--- config.mk ---
export PLATFORM = sky130hd
export DESIGN_NAME = stereo_sample_fifo
export DESIGN_NICKNAME = d
export VERILOG_FILES = /design/src/rtl/audio_pkg.sv /design/src/rtl/sample_ram.sv /design/src/rtl/stereo_sample_fifo.sv
export SDC_FILE = /design/constraint.sdc
export NUM_CORES = 1
export LEC_CHECK = 0
export BUFFER_PORTS_ARGS = -buffer_cell sky130_fd_sc_hd__buf_2
export CORE_MARGIN = 8
export CORE_UTILIZATION = 40
export CTS_CLUSTER_DIAMETER = 150
export DETAILED_ROUTE_END_ITERATION = 16
export GPL_TIMING_DRIVEN = 0
export PLACE_DENSITY = 0.67
export SYNTH_ARGS = -nofsm -noshare
export SYNTH_HDL_FRONTEND = slang
export SYNTH_SLANG_ARGS = --single-unit
--- constraint.sdc ---
create_clock -name clock_in -period 6.88 [get_ports clock_in]
set_input_delay 0.344 -clock clock_in [delete_from_list [all_inputs] [get_ports clock_in]]
set_output_delay 0.344 -clock clock_in [all_outputs]
set_load 0.03 [all_outputs]
--- src/rtl/audio_pkg.sv ---
// Shared stereo sample types for the I2S receiver consumers and downstream DSP stages.
package audio_pkg;

  localparam int SAMPLE_W = 16;

  typedef struct packed {
    logic signed [SAMPLE_W-1:0] left;
    logic signed [SAMPLE_W-1:0] right;
  } stereo_sample_t;

endpackage

--- src/rtl/sample_ram.sv ---
// Simple dual-port stereo sample store: synchronous write, synchronous read-old-data.
// One-cycle read latency, no reset on storage or read register so it maps onto block/distributed RAM.
module sample_ram
  import audio_pkg::*;
#(
  parameter int DEPTH  = 16,
  parameter int ADDR_W = $clog2(DEPTH)
) (
  input  logic              clk,
  input  logic              wr_en,
  input  logic [ADDR_W-1:0] wr_addr,
  input  stereo_sample_t    wr_dat,
  input  logic [ADDR_W-1:0] rd_addr,
  output stereo_sample_t    rd_dat
);

  stereo_sample_t mem_q [DEPTH];
  stereo_sample_t rd_dat_q;

  always_ff @(posedge clk) begin
    if (wr_en) begin
      mem_q[wr_addr] <= wr_dat;
    end
    rd_dat_q <= mem_q[rd_addr];
  end

  assign rd_dat = rd_dat_q;

endmodule

--- src/rtl/stereo_sample_fifo.sv ---
// Show-ahead stereo sample FIFO between the fixed-rate I2S receiver and valid/ready consumers.
// Write-to-valid latency 1 cycle; when full without a pop, new samples are dropped and counted.
module stereo_sample_fifo
  import audio_pkg::*;
#(
  parameter int DEPTH   = 16,
  parameter int LEVEL_W = $clog2(DEPTH) + 1,
  parameter int DROP_W  = 16
) (
  input  logic                       clock_in,
  input  logic                       reset_in,
  input  logic signed [SAMPLE_W-1:0] left_sample_in,
  input  logic signed [SAMPLE_W-1:0] right_sample_in,
  input  logic                       new_sample_in,
  output logic signed [SAMPLE_W-1:0] left_sample_out,
  output logic signed [SAMPLE_W-1:0] right_sample_out,
  output logic                       sample_valid_out,
  input  logic                       sample_ready_in,
  output logic [LEVEL_W-1:0]         fill_level_out,
  output logic                       overflow_out,
  output logic [DROP_W-1:0]          drop_count_out
);

  localparam int ADDR_W = $clog2(DEPTH);
  localparam int PTR_W  = ADDR_W + 1;

  logic [PTR_W-1:0]   wr_ptr_q, wr_ptr_d, rd_ptr_q, rd_ptr_d;
  logic [LEVEL_W-1:0] level_q, level_d;
  logic [DROP_W-1:0]  drop_cnt_q, drop_cnt_d;
  logic               valid_q, valid_d;
  logic               byp_sel_q, byp_sel_d;
  logic               overflow_q, overflow_d;
  stereo_sample_t     byp_q, byp_d;
  stereo_sample_t     wr_dat, rd_dat, head;
  logic               full, push, pop, drop;

  assign wr_dat = {left_sample_in, right_sample_in};

  always_comb begin
    full       = (wr_ptr_q[PTR_W-1] != rd_ptr_q[PTR_W-1]) &&
                 (wr_ptr_q[ADDR_W-1:0] == rd_ptr_q[ADDR_W-1:0]);
    pop        = valid_q && sample_ready_in;
    push       = new_sample_in && (!full || pop);
    drop       = new_sample_in && full && !pop;

    wr_ptr_d   = wr_ptr_q + PTR_W'(push);
    rd_ptr_d   = rd_ptr_q + PTR_W'(pop);
    level_d    = level_q + LEVEL_W'(push) - LEVEL_W'(pop);
    valid_d    = (level_d != '0);

    // The sync RAM read issued this edge returns pre-write data, so an entry
    // that becomes the head as it is written is served from the bypass register.
    byp_sel_d  = push && (level_q == LEVEL_W'(pop));
    byp_d      = byp_sel_d ? wr_dat : byp_q;

    overflow_d = overflow_q | drop;
    drop_cnt_d = drop_cnt_q;
    if (drop && (drop_cnt_q != {DROP_W{1'b1}})) begin
      drop_cnt_d = drop_cnt_q + DROP_W'(1);
    end
  end

  always_ff @(posedge clock_in or posedge reset_in) begin
    if (reset_in) begin
      wr_ptr_q   <= '0;
      rd_ptr_q   <= '0;
      level_q    <= '0;
      valid_q    <= 1'b0;
      byp_sel_q  <= 1'b0;
      byp_q      <= '0;
      overflow_q <= 1'b0;
      drop_cnt_q <= '0;
    end else begin
      wr_ptr_q   <= wr_ptr_d;
      rd_ptr_q   <= rd_ptr_d;
      level_q    <= level_d;
      valid_q    <= valid_d;
      byp_sel_q  <= byp_sel_d;
      byp_q      <= byp_d;
      overflow_q <= overflow_d;
      drop_cnt_q <= drop_cnt_d;
    end
  end

  // Reading at the next head address keeps the RAM output aligned with rd_ptr_q.
  sample_ram #(
    .DEPTH  (DEPTH),
    .ADDR_W (ADDR_W)
  ) u_ram (
    .clk     (clock_in),
    .wr_en   (push),
    .wr_addr (wr_ptr_q[ADDR_W-1:0]),
    .wr_dat  (wr_dat),
    .rd_addr (rd_ptr_d[ADDR_W-1:0]),
    .rd_dat  (rd_dat)
  );

  assign head             = byp_sel_q ? byp_q : rd_dat;
  assign left_sample_out  = valid_q ? head.left  : '0;
  assign right_sample_out = valid_q ? head.right : '0;
  assign sample_valid_out = valid_q;
  assign fill_level_out   = level_q;
  assign overflow_out     = overflow_q;
  assign drop_count_out   = drop_cnt_q;

endmodule

==> results.md <==
* Core ar. at about 58000 um^2
* RR Endpoint: u_ram.rd_dat[24]
* Final Setup Violations at 0
* Crit path kind: register to register
* Synth top area cells: edfxtp_1 66%, mux4_2 12%, dfrtp_1 7.1%, dfxtp_1 2.8%, a22oi_1 2.1%
* Commonest non-fill, non-tap cell in the layout: edfxtp_1
* Leakage power at around 9 nW
* Reg clk slew, reported paths at approximately 0.060 ns
* Post-synth EDFFs at a little over 500
* Post-synth top flop: edfxtp_1
* R2r setup slk at about 3 ns
* Run status: completed
* Post-layout min period at 3.80 ns
* Final Cycle Share at 0.552
* DIE AREA at around 66000 um^2
* Post-Syn Nets at about 1200
* Commonest non-fill, non-tap cells in the layout: 512 x edfxtp_1, 128 x mux4_2, 106 x buf_2
* I/O pins at between 90 and 100
* Worst-path cell chain: nand2_1 -> inv_1 -> ha_1 -> ha_1 -> clkbuf_1 -> clkbuf_1 -> mux4_2 -> a22oi_1 -> nand2_1
* CP arrival at around 4.3 ns
* Final Slew Violations at 0
* Clk Latency, worst-skew pair at between 0.6 and 0.7 ns
* Mapped Area at 23200 um^2
* Pwr Total at approximately 0.013 W
* Synth top area share at 0.662
* TNS Setup at 0 ns
* Crit-path slowest cell: clkbuf_1
* CP Launch Type: register
* Die Y at 257 um
* Worst hold path cell count at 3
* Port Buffers at 90
* Highest net fanout along the worst path at 10
* Cell chosen for the clock root: clkbuf_16
* RR Startpoint: sample_valid_out
* Cells after Synth at 1125
* Post-synth ARST share at 0.108
* Worst vdd ir at ~0.23 mV
* GRT Total Usage at 0.156
* Die X-Extent at about 260 um
* Synth area leader: edfxtp_1
* Gr ovfl total at 0
* Final nets at 1379
* Post-placement cell count at just over 2000
* Cts repair resizes at 0
* Max Fclk at between 200 and 300 MHz
* Synth warn at 0
* Global-route wire length before repair at around 80000 um
* Drt drc at 0
* Deepest clock path buffer count at 3
* RD Place Congestion at approximately 0.76
* Iteration count of the initial detailed-routing pass at 5
* Via count at about 12000
* TritonCTS Buffers at 60
* HP Class: input pin to register
* DR WL/cell at around 24 um
* Initial antenna violation count at 2
* Relative slew slack at 0.355
* Seq/Total Area, Yosys at 0.760
* Layout area overhead at 17.3%
* Worst Reg-to-Reg Cells at 9
* Min-delay src: new_sample_in
* Seq cells post-synth at 610
* CP required at around 7.4 ns
* Worst hold path endpoint: drop_count_out[15]
* Pin count of the biggest net entering global routing at 57
* Worst-margin pin slew at a little under 1 ns
* Max stage delay on crit path at 0.71 ns
* Library cells used by synthesis at 39
* Placed wire-length estimate at about 35000 um
* Vias in the first global route at about 12000
* Critical path capture point type: register
* Htree depth at 2
* Drt initial violations at 1118
* Clock Skews at roughly 0.019 ns
* Layout cell share with drive strength beyond 1 at 0.314
* RSZ-0062 raised after global routing: false
* Max-cap violations at 0
* Antenna cells at 0
* Non-Filler Instances at ~2100
* Sink Count at between 600 and 700
* Final hold vios at 0
* Power density cells at around 460 nW/um^2
* TritonCTS clock tree: yes
* Mean Syn Cell Area at 20.7 um^2
* Routed WL at 51900 um
* Post-DP Area at around 25000 um^2
* Vias/cell at 5.38
* Starting density of the core at 0.404
* DRT antenna net count at 0
* Cell Rows at between 80 and 90
* Finished Cell Area at 27300 um^2
synthesized netlist by cell type, types with 3 or more instances:
cell	n
nand4_1	10
nor2b_1	32
dfrtp_1	66
nor2_1	13
buf_6	3
nand2b_1	6
inv_1	12
xnor2_1	23
xor2_1	6
clkbuf_1	33
dfxtp_1	32
nor3_1	11
nand2_1	46
nand3_1	10
mux2i_1	32
and3_1	3
buf_2	16
mux4_2	128
mux2_2	33
nor4_1	4
a22oi_1	64
ha_1	10
edfxtp_1	512
where the power goes:
group	total, W	switching, W	leakage, nW	internal [W]
Sequential	0.00478	0.000192	5.72	0.00459
Clock	0.00314	0.00136	0.927	0.00178
Combinational	0.00466	0.00272	2.55	0.00194
Total	0.0126	0.00428	9.20	0.00831
worst max-delay path, delay by kind of cell, from the launching register on:
| kind | cells | cell delay (ns) |
|---|---|---|
| compound gates | 1 | 0.31 |
| fa+ha+maj | 2 | 0.56 |
| buf+inv | 3 | 1.41 |
| flops | 1 | 0.59 |
| mux | 1 | 0.42 |
| simple gates | 2 | 0.38 |
area by class of cell:
cell class	instances	area, um^2
plain buffers	54	249
clock buffers	76	1580
clock inverters	36	315
fillers	4718	30300
inverters	12	47.5
multi-input cells	449	5370
flip-flops and latches	610	17700
well taps	765	957
repair buffers	145	1070
metal layers:
layer,vias up,share of wire,track usage
li1,4975,-,-
met1,6109,0.43,0.212
met2,366,0.48,0.253
met3,91,0.067,0.0328
met4,4,0.023,0.0451
met5,-,0.00035,0
state kept, by name, summed over array words and instances (netlist names):
signal            cells
u_ram.rd_dat         32
sample_valid_out      1
u_ram.mem_q         512
fill_level_out        5
overflow_out          1
byp_q                32
drop_count_out       16
rd_ptr_q              5
byp_sel_q             1
wr_ptr_q              5
stage by stage:
stage / hold slack (ns) / utilization / setup WS [ns]
after global placement: 0.449 / 0.428 / -1.58
after detailed placement: 0.297 / 0.440 / 3.08
final: 0.0719 / 0.473 / 3.08
after global routing: 0.0619 / 0.473 / 2.90
after floorplan: 0.443 / - / 2.30
after CTS: 0.0398 / 0.473 / 3.08
cell families after synthesis:
group,count (synthesis),share of synthesized area
AOI/OAI and AO/OA,71,0.0230
xor gates and xnor gates,29,0.0109
adders and majority gates,11,0.00625
buffers and inverters,66,0.0127
DFF,610,0.760
muxes,195,0.155
and+or+nand+nor,143,0.0320
how the worst max path moves through the flow:
stage,from,endpoint,cells past startpoint
after global placement,sample_valid_out,u_ram.mem_q[2][13],4
after detailed placement,sample_valid_out,u_ram.rd_dat[24],9
final,sample_valid_out,u_ram.rd_dat[24],9
after global routing,sample_valid_out,sample_valid_out,13
after CTS,sample_valid_out,u_ram.rd_dat[6],9
after floorplan,sample_valid_out,u_ram.mem_q[1][0],4
timing repair:
| action | CTS | global route |
|---|---|---|
| buffers inserted | 0 | 0 |
| hold buffers | 1 | 0 |
| hold endpoints to repair | 65 | 0 |
Note: power is estimated with default switching activity, not from simulation.
